### src/rtl/fifo_tx_pkg.sv
// rtl/fifo_tx_pkg.sv - shared state encoding and counter sizing for the FIFO-to-UART-TX feeder
package fifo_tx_pkg;

  typedef enum logic [2:0] {
    IDLE,
    POP,
    LOAD,
    WAIT_DONE,
    GAP
  } state_t;

  localparam int SENT_CNT_WIDTH = 16;

  function automatic int timeout_cnt_width(input int busy_timeout);
    return (busy_timeout < 1) ? 1 : $clog2(busy_timeout + 1);
  endfunction

  function automatic int gap_cnt_width(input int gap_cycles);
    return (gap_cycles < 1) ? 1 : $clog2(gap_cycles + 1);
  endfunction

endpackage

### src/rtl/tx_wait_counter.sv
// rtl/tx_wait_counter.sv - up-counter with clear and terminal count against a loaded limit
module tx_wait_counter #(
  parameter int WIDTH = 4
) (
  input  logic             i_clk,
  input  logic             i_rst,
  input  logic             i_clr,
  input  logic             i_inc,
  input  logic [WIDTH-1:0] i_limit,
  output logic             o_tc
);

  logic [WIDTH-1:0] r_count;

  always_ff @(posedge i_clk) begin
    if (!i_rst) begin
      r_count <= '0;
    end else if (i_clr) begin
      r_count <= '0;
    end else if (i_inc) begin
      r_count <= r_count + WIDTH'(1);
    end
  end

  // Terminal one count early so the owner acts on the edge where the count would reach the limit.
  assign o_tc = (r_count == i_limit - WIDTH'(1));

endmodule

### src/rtl/fifo_tx_feeder.sv
// rtl/fifo_tx_feeder.sv - pops bytes from the result FIFO and hands them to the UART transmitter
module fifo_tx_feeder
  import fifo_tx_pkg::*;
#(
  parameter int DATA_WIDTH   = 8,
  parameter int GAP_CYCLES   = 0,
  parameter int BUSY_TIMEOUT = 16
) (
  input  logic                      clk,
  input  logic                      rst,
  input  logic                      en,
  input  logic                      fifo_empty,
  input  logic [DATA_WIDTH-1:0]     fifo_rd_data,
  output logic                      fifo_r_inc,
  input  logic                      tx_busy,
  output logic                      tx_data_valid,
  output logic [DATA_WIDTH-1:0]     tx_p_data,
  output logic [SENT_CNT_WIDTH-1:0] sent_cnt,
  output logic                      tx_timeout
);

  localparam int TO_W  = timeout_cnt_width(BUSY_TIMEOUT);
  localparam int GAP_W = gap_cnt_width(GAP_CYCLES);
  localparam logic [TO_W-1:0]  TO_LIMIT  = TO_W'(BUSY_TIMEOUT);
  localparam logic [GAP_W-1:0] GAP_LIMIT = GAP_W'(GAP_CYCLES);

  state_t                    r_state;
  state_t                    w_next;
  logic [DATA_WIDTH-1:0]     r_hold;
  logic [SENT_CNT_WIDTH-1:0] r_sent_cnt;
  logic                      r_timeout;

  logic w_capture;
  logic w_frame_done;
  logic w_timeout_hit;
  logic w_to_clr;
  logic w_to_inc;
  logic w_to_tc;
  logic w_gap_clr;
  logic w_gap_inc;
  logic w_gap_tc;

  tx_wait_counter #(.WIDTH(TO_W)) u_busy_wait (
    .i_clk   (clk),
    .i_rst   (rst),
    .i_clr   (w_to_clr),
    .i_inc   (w_to_inc),
    .i_limit (TO_LIMIT),
    .o_tc    (w_to_tc)
  );

  tx_wait_counter #(.WIDTH(GAP_W)) u_gap_wait (
    .i_clk   (clk),
    .i_rst   (rst),
    .i_clr   (w_gap_clr),
    .i_inc   (w_gap_inc),
    .i_limit (GAP_LIMIT),
    .o_tc    (w_gap_tc)
  );

  always_comb begin
    w_next        = r_state;
    w_capture     = 1'b0;
    w_frame_done  = 1'b0;
    w_timeout_hit = 1'b0;
    w_to_clr      = 1'b1;
    w_to_inc      = 1'b0;
    w_gap_clr     = 1'b1;
    w_gap_inc     = 1'b0;
    case (r_state)
      IDLE: begin
        if (en && !fifo_empty) begin
          w_capture = 1'b1;
          w_next    = POP;
        end
      end
      POP: w_next = LOAD;
      LOAD: begin
        // An already-busy transmitter wins over a coincident timeout.
        if (tx_busy) begin
          w_next = WAIT_DONE;
        end else if (w_to_tc) begin
          w_timeout_hit = 1'b1;
          w_next        = IDLE;
        end else begin
          w_to_clr = 1'b0;
          w_to_inc = 1'b1;
        end
      end
      WAIT_DONE: begin
        if (!tx_busy) begin
          w_frame_done = 1'b1;
          w_next       = (GAP_CYCLES > 0) ? GAP : IDLE;
        end
      end
      GAP: begin
        if (w_gap_tc) begin
          w_next = IDLE;
        end else begin
          w_gap_clr = 1'b0;
          w_gap_inc = 1'b1;
        end
      end
      default: w_next = IDLE;
    endcase
  end

  always_ff @(posedge clk) begin
    if (!rst) begin
      r_state    <= IDLE;
      r_hold     <= '0;
      r_sent_cnt <= '0;
      r_timeout  <= 1'b0;
    end else begin
      r_state <= w_next;
      if (w_capture) begin
        r_hold <= fifo_rd_data;
      end
      if (w_frame_done) begin
        r_sent_cnt <= r_sent_cnt + SENT_CNT_WIDTH'(1);
      end
      if (w_timeout_hit) begin
        r_timeout <= 1'b1;
      end
    end
  end

  assign fifo_r_inc    = (r_state == POP);
  assign tx_data_valid = (r_state == LOAD);
  assign tx_p_data     = r_hold;
  assign sent_cnt      = r_sent_cnt;
  assign tx_timeout    = r_timeout;

endmodule

### config.mk
export PLATFORM = sky130hd
export DESIGN_NAME = fifo_tx_feeder
export DESIGN_NICKNAME = d
export VERILOG_FILES = /design/src/rtl/fifo_tx_pkg.sv /design/src/rtl/tx_wait_counter.sv /design/src/rtl/fifo_tx_feeder.sv
export SDC_FILE = /design/constraint.sdc
export NUM_CORES = 1
export LEC_CHECK = 0
export CAP_MARGIN = 15
export CORE_UTILIZATION = 50
export DETAILED_ROUTE_END_ITERATION = 8
export GPL_TIMING_DRIVEN = 0
export PLACE_DENSITY = 0.84
export SLEW_MARGIN = 20
export SYNTH_ARGS = -nofsm -noshare
export SYNTH_HDL_FRONTEND = slang
export SYNTH_SLANG_ARGS = --single-unit
### constraint.sdc
create_clock -name clk -period 3.1 [get_ports clk]
set_clock_uncertainty 0.2 [all_clocks]
set_input_delay 0.62 -clock clk [delete_from_list [all_inputs] [get_ports clk]]
set_output_delay 0.62 -clock clk [all_outputs]
set_load 0.01 [all_outputs]
==> reports/results.txt, run 1 <==
Fmax -> 423 MHz
Final min period -> 2360 ps
First-pass iteration count of the detailed router -> 5
Tightest Pin Transition -> 717 ps
Worst-Skew Late Latency -> 340 ps
Die height -> 54.3 um
Yosys cell types -> 31
Post-synth top area cell -> dfxtp_1
Top FF cell, synth -> dfxtp_1
Pleak -> 0.698 nW
Initial DRC count -> 10
Total Routing Usage GR -> 24.7%
Nets -> 217
Setup TNS -> 0 ps
Vias -> 1232
Rel. slew slack -> 52.1%
Share of layout cells above drive strength 1 -> 7.43%
Final Hold Viols -> 0
Final std cells w/o fill -> 232
Remaining DRCs -> 0
Hold buffers post-CTS -> 0
ANT cells -> 0
Area Growth Syn to Fin -> 35.1%
Post-synthesis average cell area -> 8.75 um^2
Final setup vio count -> 0
Detailed Place HPWL -> 2.31 mm
Initial antenna violation count -> 0
Gate power share -> 9.3%
Global placement routability congestion -> 0.756
Asr flop ratio synth -> 0%
Root Driver -> clkbuf_4
Sequential area share after synthesis -> 46.9%
Hold WC Path Type -> flop to flop
Total wire length -> 3.14 mm
Cells after DPL -> 224
Period utilisation layout -> 76.3%
CP Launch Type -> flop
CTS tree -> built
Synth top area share -> 46.9%
CTS sink cnt -> 32
Core area -> 2520 um^2
Initial Utilization -> 54.1%
Routed len/inst -> 13.5 um
Worst-path fanout max -> 9
Largest net degree at the start of global routing -> 11
Die area -> 2940 um^2
Clock share of power -> 34.0%
Reg power frac -> 56.7%
Number of vias per cell -> 5.31
CTS resizes -> 0
Critical path arrival -> 1540 ps
H-tree depth -> 2
Clock transition at the registers of the reported paths -> 100 ps
First-pass GRT wire length -> 5.04 mm
Max-slew violation count -> 0
Mapped cell area -> 1370 um^2
Post-synth top cells -> dfxtp_1, nand2_1, nor2_1
Worst setup EP type -> output port
Switch share -> 24.3%
Vias in the first global route -> 1158
Row count -> 18
EDFF count, synth -> 0
Number of nets still failing antenna checks after routing -> 0
Yosys reg bits -> 32
Port Buf Inserts -> 38
GRT overflow -> 0
Total CTS buffers -> 5
Status -> complete, no violations
Req. time, crit path -> 2280 ps
Top-Level Pins -> 40
Final Power -> 0.743 mW
Syn_nets -> 172
Unrepaired setup endpoints after global routing -> false
Power Dens Cells -> 403 nW/um^2
Synth top area cells -> dfxtp_1, nand2_1, a21oi_1
Worst vdd ir -> 403 uV
Ys Warns -> 0
Post-Synthesis Cells -> 156
Die width -> 54.3 um
Most instantiated library cell after synthesis -> dfxtp_1
Max_cap viols -> 0
Setup repair bufs after CTS -> 0
Setup CP Type -> flop to output port
Int Power -> 0.563 mW
Clk buf depth -> 2
Net Sw Power -> 0.180 mW
## worst max-delay path: stages (launching register included)
cell and delay (ps):
dfxtp_1 340, buf_6 130, nor2b_1 180, clkdlybuf4s50_1 560
## placed cells by master, fill, tap and decap left out, types with 4 or more instances in the layout
cell	n
dfxtp_1	32
xnor2_1	7
nand4_1	5
clkdlybuf4s50_1	38
nand2_1	24
inv_1	5
mux2i_1	4
nand3_1	6
clkbuf_4	5
o21ai_0	4
nor2_1	17
a21oi_1	13
or3_1	4
## cell type report
class,instances,area [um^2]
Inverter,5,18.8
Sequential cell,32,641
Multi-Input combinational cell,113,671
Fill cell,210,678
Buffer,6,35.0
Tap cell,30,37.5
Clock buffer,6,51.3
Timing Repair Buffer,38,380
Clock inverter,2,10.0
## metrics by stage
step	hold WS [ps]	worst slack (ps)	util, %	area, um^2
floorplan	218	1190	-	1370
global placement	232	621	70.7	1780
detailed placement	235	545	70.7	1780
CTS	256	718	73.1	1840
global route	277	625	73.1	1840
finish	256	736	73.1	1840
## state kept, by name, indices dropped and copies added, names as in the netlist
name and count:
u_busy_wait.r_count 5, sent_cnt 16, r_state 2, tx_p_data 8, tx_timeout 1
## power by group through the flow
stage / Sequential (mW) / Clock [mW] / Combinational, mW
after detailed placement: 0.431 / 0 / 0.0686
after global placement: 0.431 / 0 / 0.0664
after floorplan: 0.434 / 0 / 0.0306
after CTS: 0.422 / 0.260 / 0.0691
after global routing: 0.423 / 0.279 / 0.0752
final: 0.422 / 0.252 / 0.0693
## routing by layer
| metal | vias to the layer above | global-route usage, % | part of all wire [%] |
|---|---|---|---|
| met2 | 30 | 41.9 | 51 |
| met3 | 8 | 8.61 | 4.4 |
| met1 | 574 | 28.0 | 43 |
| met4 | 0 | 10.3 | 2.0 |
| li1 | 620 | - | - |
| met5 | - | 0 | 0 |
## cell families (layout without fill, tap and decap cells)
kind of cell / Yosys count / count (layout) / share of synthesized area, %
AND/OR/NAND/NOR: 76 / 76 / 29.2
adder cells (fa/ha/maj): 3 / 3 / 2.75
XOR/XNOR: 10 / 10 / 6.42
flip-flops: 32 / 32 / 46.9
AO/OA/AOI/OAI: 20 / 20 / 7.79
multiplexers: 4 / 4 / 2.93
buffers and inverters: 11 / 57 / 3.94
## worst paths after layout
path | from | cells after the start | to | slack [ps]
setup reg to reg | sent_cnt[0] | 5 | sent_cnt[10] | 1260
hold reg to reg | u_busy_wait.r_count[0] | 1 | u_busy_wait.r_count[0] | 260
hold / removal | u_busy_wait.r_count[0] | 1 | u_busy_wait.r_count[0] | 260
setup / recovery | r_state[1] | 3 | tx_data_valid | 740
No activity file was read; power rests on OpenSTA's default activity.
==> inputs of run 2 (changes only) <==
CORE_UTILIZATION = 42   (was 50)
PLACE_DENSITY = 0.75   (was 0.84)
clock period = 2 ns   (was 3.1 ns; I/O delays follow)
==> run 2 against run 1 <==
Combinational power grew 50%. Worst hold slack better by 4.1 ps. Largest cell class unchanged. Via count is 0.57% lower.
==> reports/results.txt, run 2 (synthesis results as in run 1) <==
Initial Utilization -> 44.3%
Routed len/inst -> 12.4 um
Final min period -> 1930 ps
Setup CP Type -> flop to output port
Reg2reg path depth -> 5
Status -> complete, no violations
Worst path cell trace -> clkdlybuf4s50_1
Area Growth Syn to Fin -> 35.8%
Reg2Reg Setup Slack -> 220 ps
DR top layer -> met4
Most common cell after layout, fill and taps aside -> clkdlybuf4s50_1
Top delay family on crit path -> buffers and inverters
Post-route cell area -> 1850 um^2
Worst-path fanout max -> 5
Rel. slew slack -> 53.2%
Clock transition at the registers of the reported paths -> 100 ps
Initial antenna violation count -> 0
Total CTS buffers -> 5
GRT overflow -> 0
Hold WC Path Type -> flop to flop
Max_cap viols -> 0
Largest register FFs -> 16
Crit path largest cell delay -> 570 ps
Met2 WL -> 1.50 mm
Die height -> 59.0 um
Nets -> 218
Total Routing Usage GR -> 20.5%
Worst Setup SP -> sent_cnt[7]
First-pass iteration count of the detailed router -> 5
Top-Level Pins -> 40
Max-slew violation count -> 0
Die area -> 3480 um^2
H-tree depth -> 2
Detailed Place HPWL -> 2.31 mm
Total wire length -> 3.05 mm
Core area -> 3080 um^2
Core Util, Final -> 60.2%
Reg-to-reg critical path startpoint -> r_state[1]
Period utilisation layout -> 96.5%
Hold buffers post-CTS -> 0
Pleak -> 0.702 nW
First-pass GRT wire length -> 5.20 mm
Fmax -> 518 MHz
CP endpoint -> sent_cnt[7]
CP Depth -> 1
Worst vdd ir -> 365 uV
Remaining DRCs -> 0
Worst setup EP type -> output port
Worst-Skew Late Latency -> 330 ps
Global placement routability congestion -> 0.729
Clk buf depth -> 2
Bufs and invs on worst path -> 1
Cell Area, Placed -> 1800 um^2
Vias in the first global route -> 1181
Final Power -> 1.09 mW
Number of nets still failing antenna checks after routing -> 0
Post-Route M1 WL -> 1.38 mm
R2R Path End -> tx_p_data[2]
Final Hold Viols -> 0
CTS tree -> built
CTS sink cnt -> 32
Power Dens Cells -> 588 nW/um^2
HP Start -> u_busy_wait.r_count[0]
Largest net degree at the start of global routing -> 11
Req. time, crit path -> 1400 ps
Critical path arrival -> 1330 ps
Most frequent cells in the layout -> clkdlybuf4s50_1, dfxtp_1, nand2_1
WL met3 -> 128 um
CP Launch Type -> flop
Number of vias per cell -> 4.98
Share of layout cells above drive strength 1 -> 7.92%
Vias -> 1225
Root Driver -> clkbuf_4
Tightest Pin Transition -> 699 ps
Final setup vio count -> 0
Slowest cell on the critical path -> clkdlybuf4s50_1
Row count -> 20
Initial DRC count -> 39
Unrepaired setup endpoints after global routing -> false
Die width -> 59.0 um
ANT cells -> 0
Port Buf Inserts -> 38
[run 2: per-layer routing]
| metal | track usage, % | vias to the layer above |
|---|---|---|
| li1 | - | 622 |
| met4 | 13.3 | 0 |
| met5 | 0 | - |
| met1 | 24.3 | 571 |
| met2 | 33.0 | 27 |
| met3 | 5.02 | 5 |
[run 2: layout make-up]
class | count | area (um^2)
clock inverters | 1 | 5.00
repair buffers | 39 | 385
clock buffers | 6 | 41.3
fillers | 292 | 1220
well taps | 44 | 55.1
plain buffers | 6 | 35.0
flip-flops and latches | 32 | 643
inverters | 5 | 18.8
multi-input cells | 113 | 671
[run 2: how the worst min path moves through the flow]
stage,cells after the start,to
floorplan,1,u_busy_wait.r_count[0]
global placement,1,u_busy_wait.r_count[0]
detailed placement,1,u_busy_wait.r_count[0]
CTS,1,u_busy_wait.r_count[0]
global route,2,tx_p_data[0]
finish,1,u_busy_wait.r_count[0]
[run 2: per-stage QoR]
step	instances	setup slack [ps]	hold slack (ps)	setup TNS [ps]
global placement	238	-259	229	-1980
finish	246	70.7	260	0
floorplan	156	302	218	0
global route	246	6.46	292	0
detailed placement	238	-322	248	-2820
CTS	245	6.63	263	0
[run 2: report_power, final]
| part | switching [mW] | total, mW | internal (mW) |
|---|---|---|---|
| registers | 0.00589 | 0.654 | 0.648 |
| logic | 0.0488 | 0.104 | 0.0557 |
| clock network | 0.203 | 0.332 | 0.129 |
[run 2: timing repair]
| action | in CTS | in global routing |
|---|---|---|
| resized for setup | 2 | 2 |
| setup endpoints to repair | 2 | 3 |
| setup buffers | 0 | 1 |
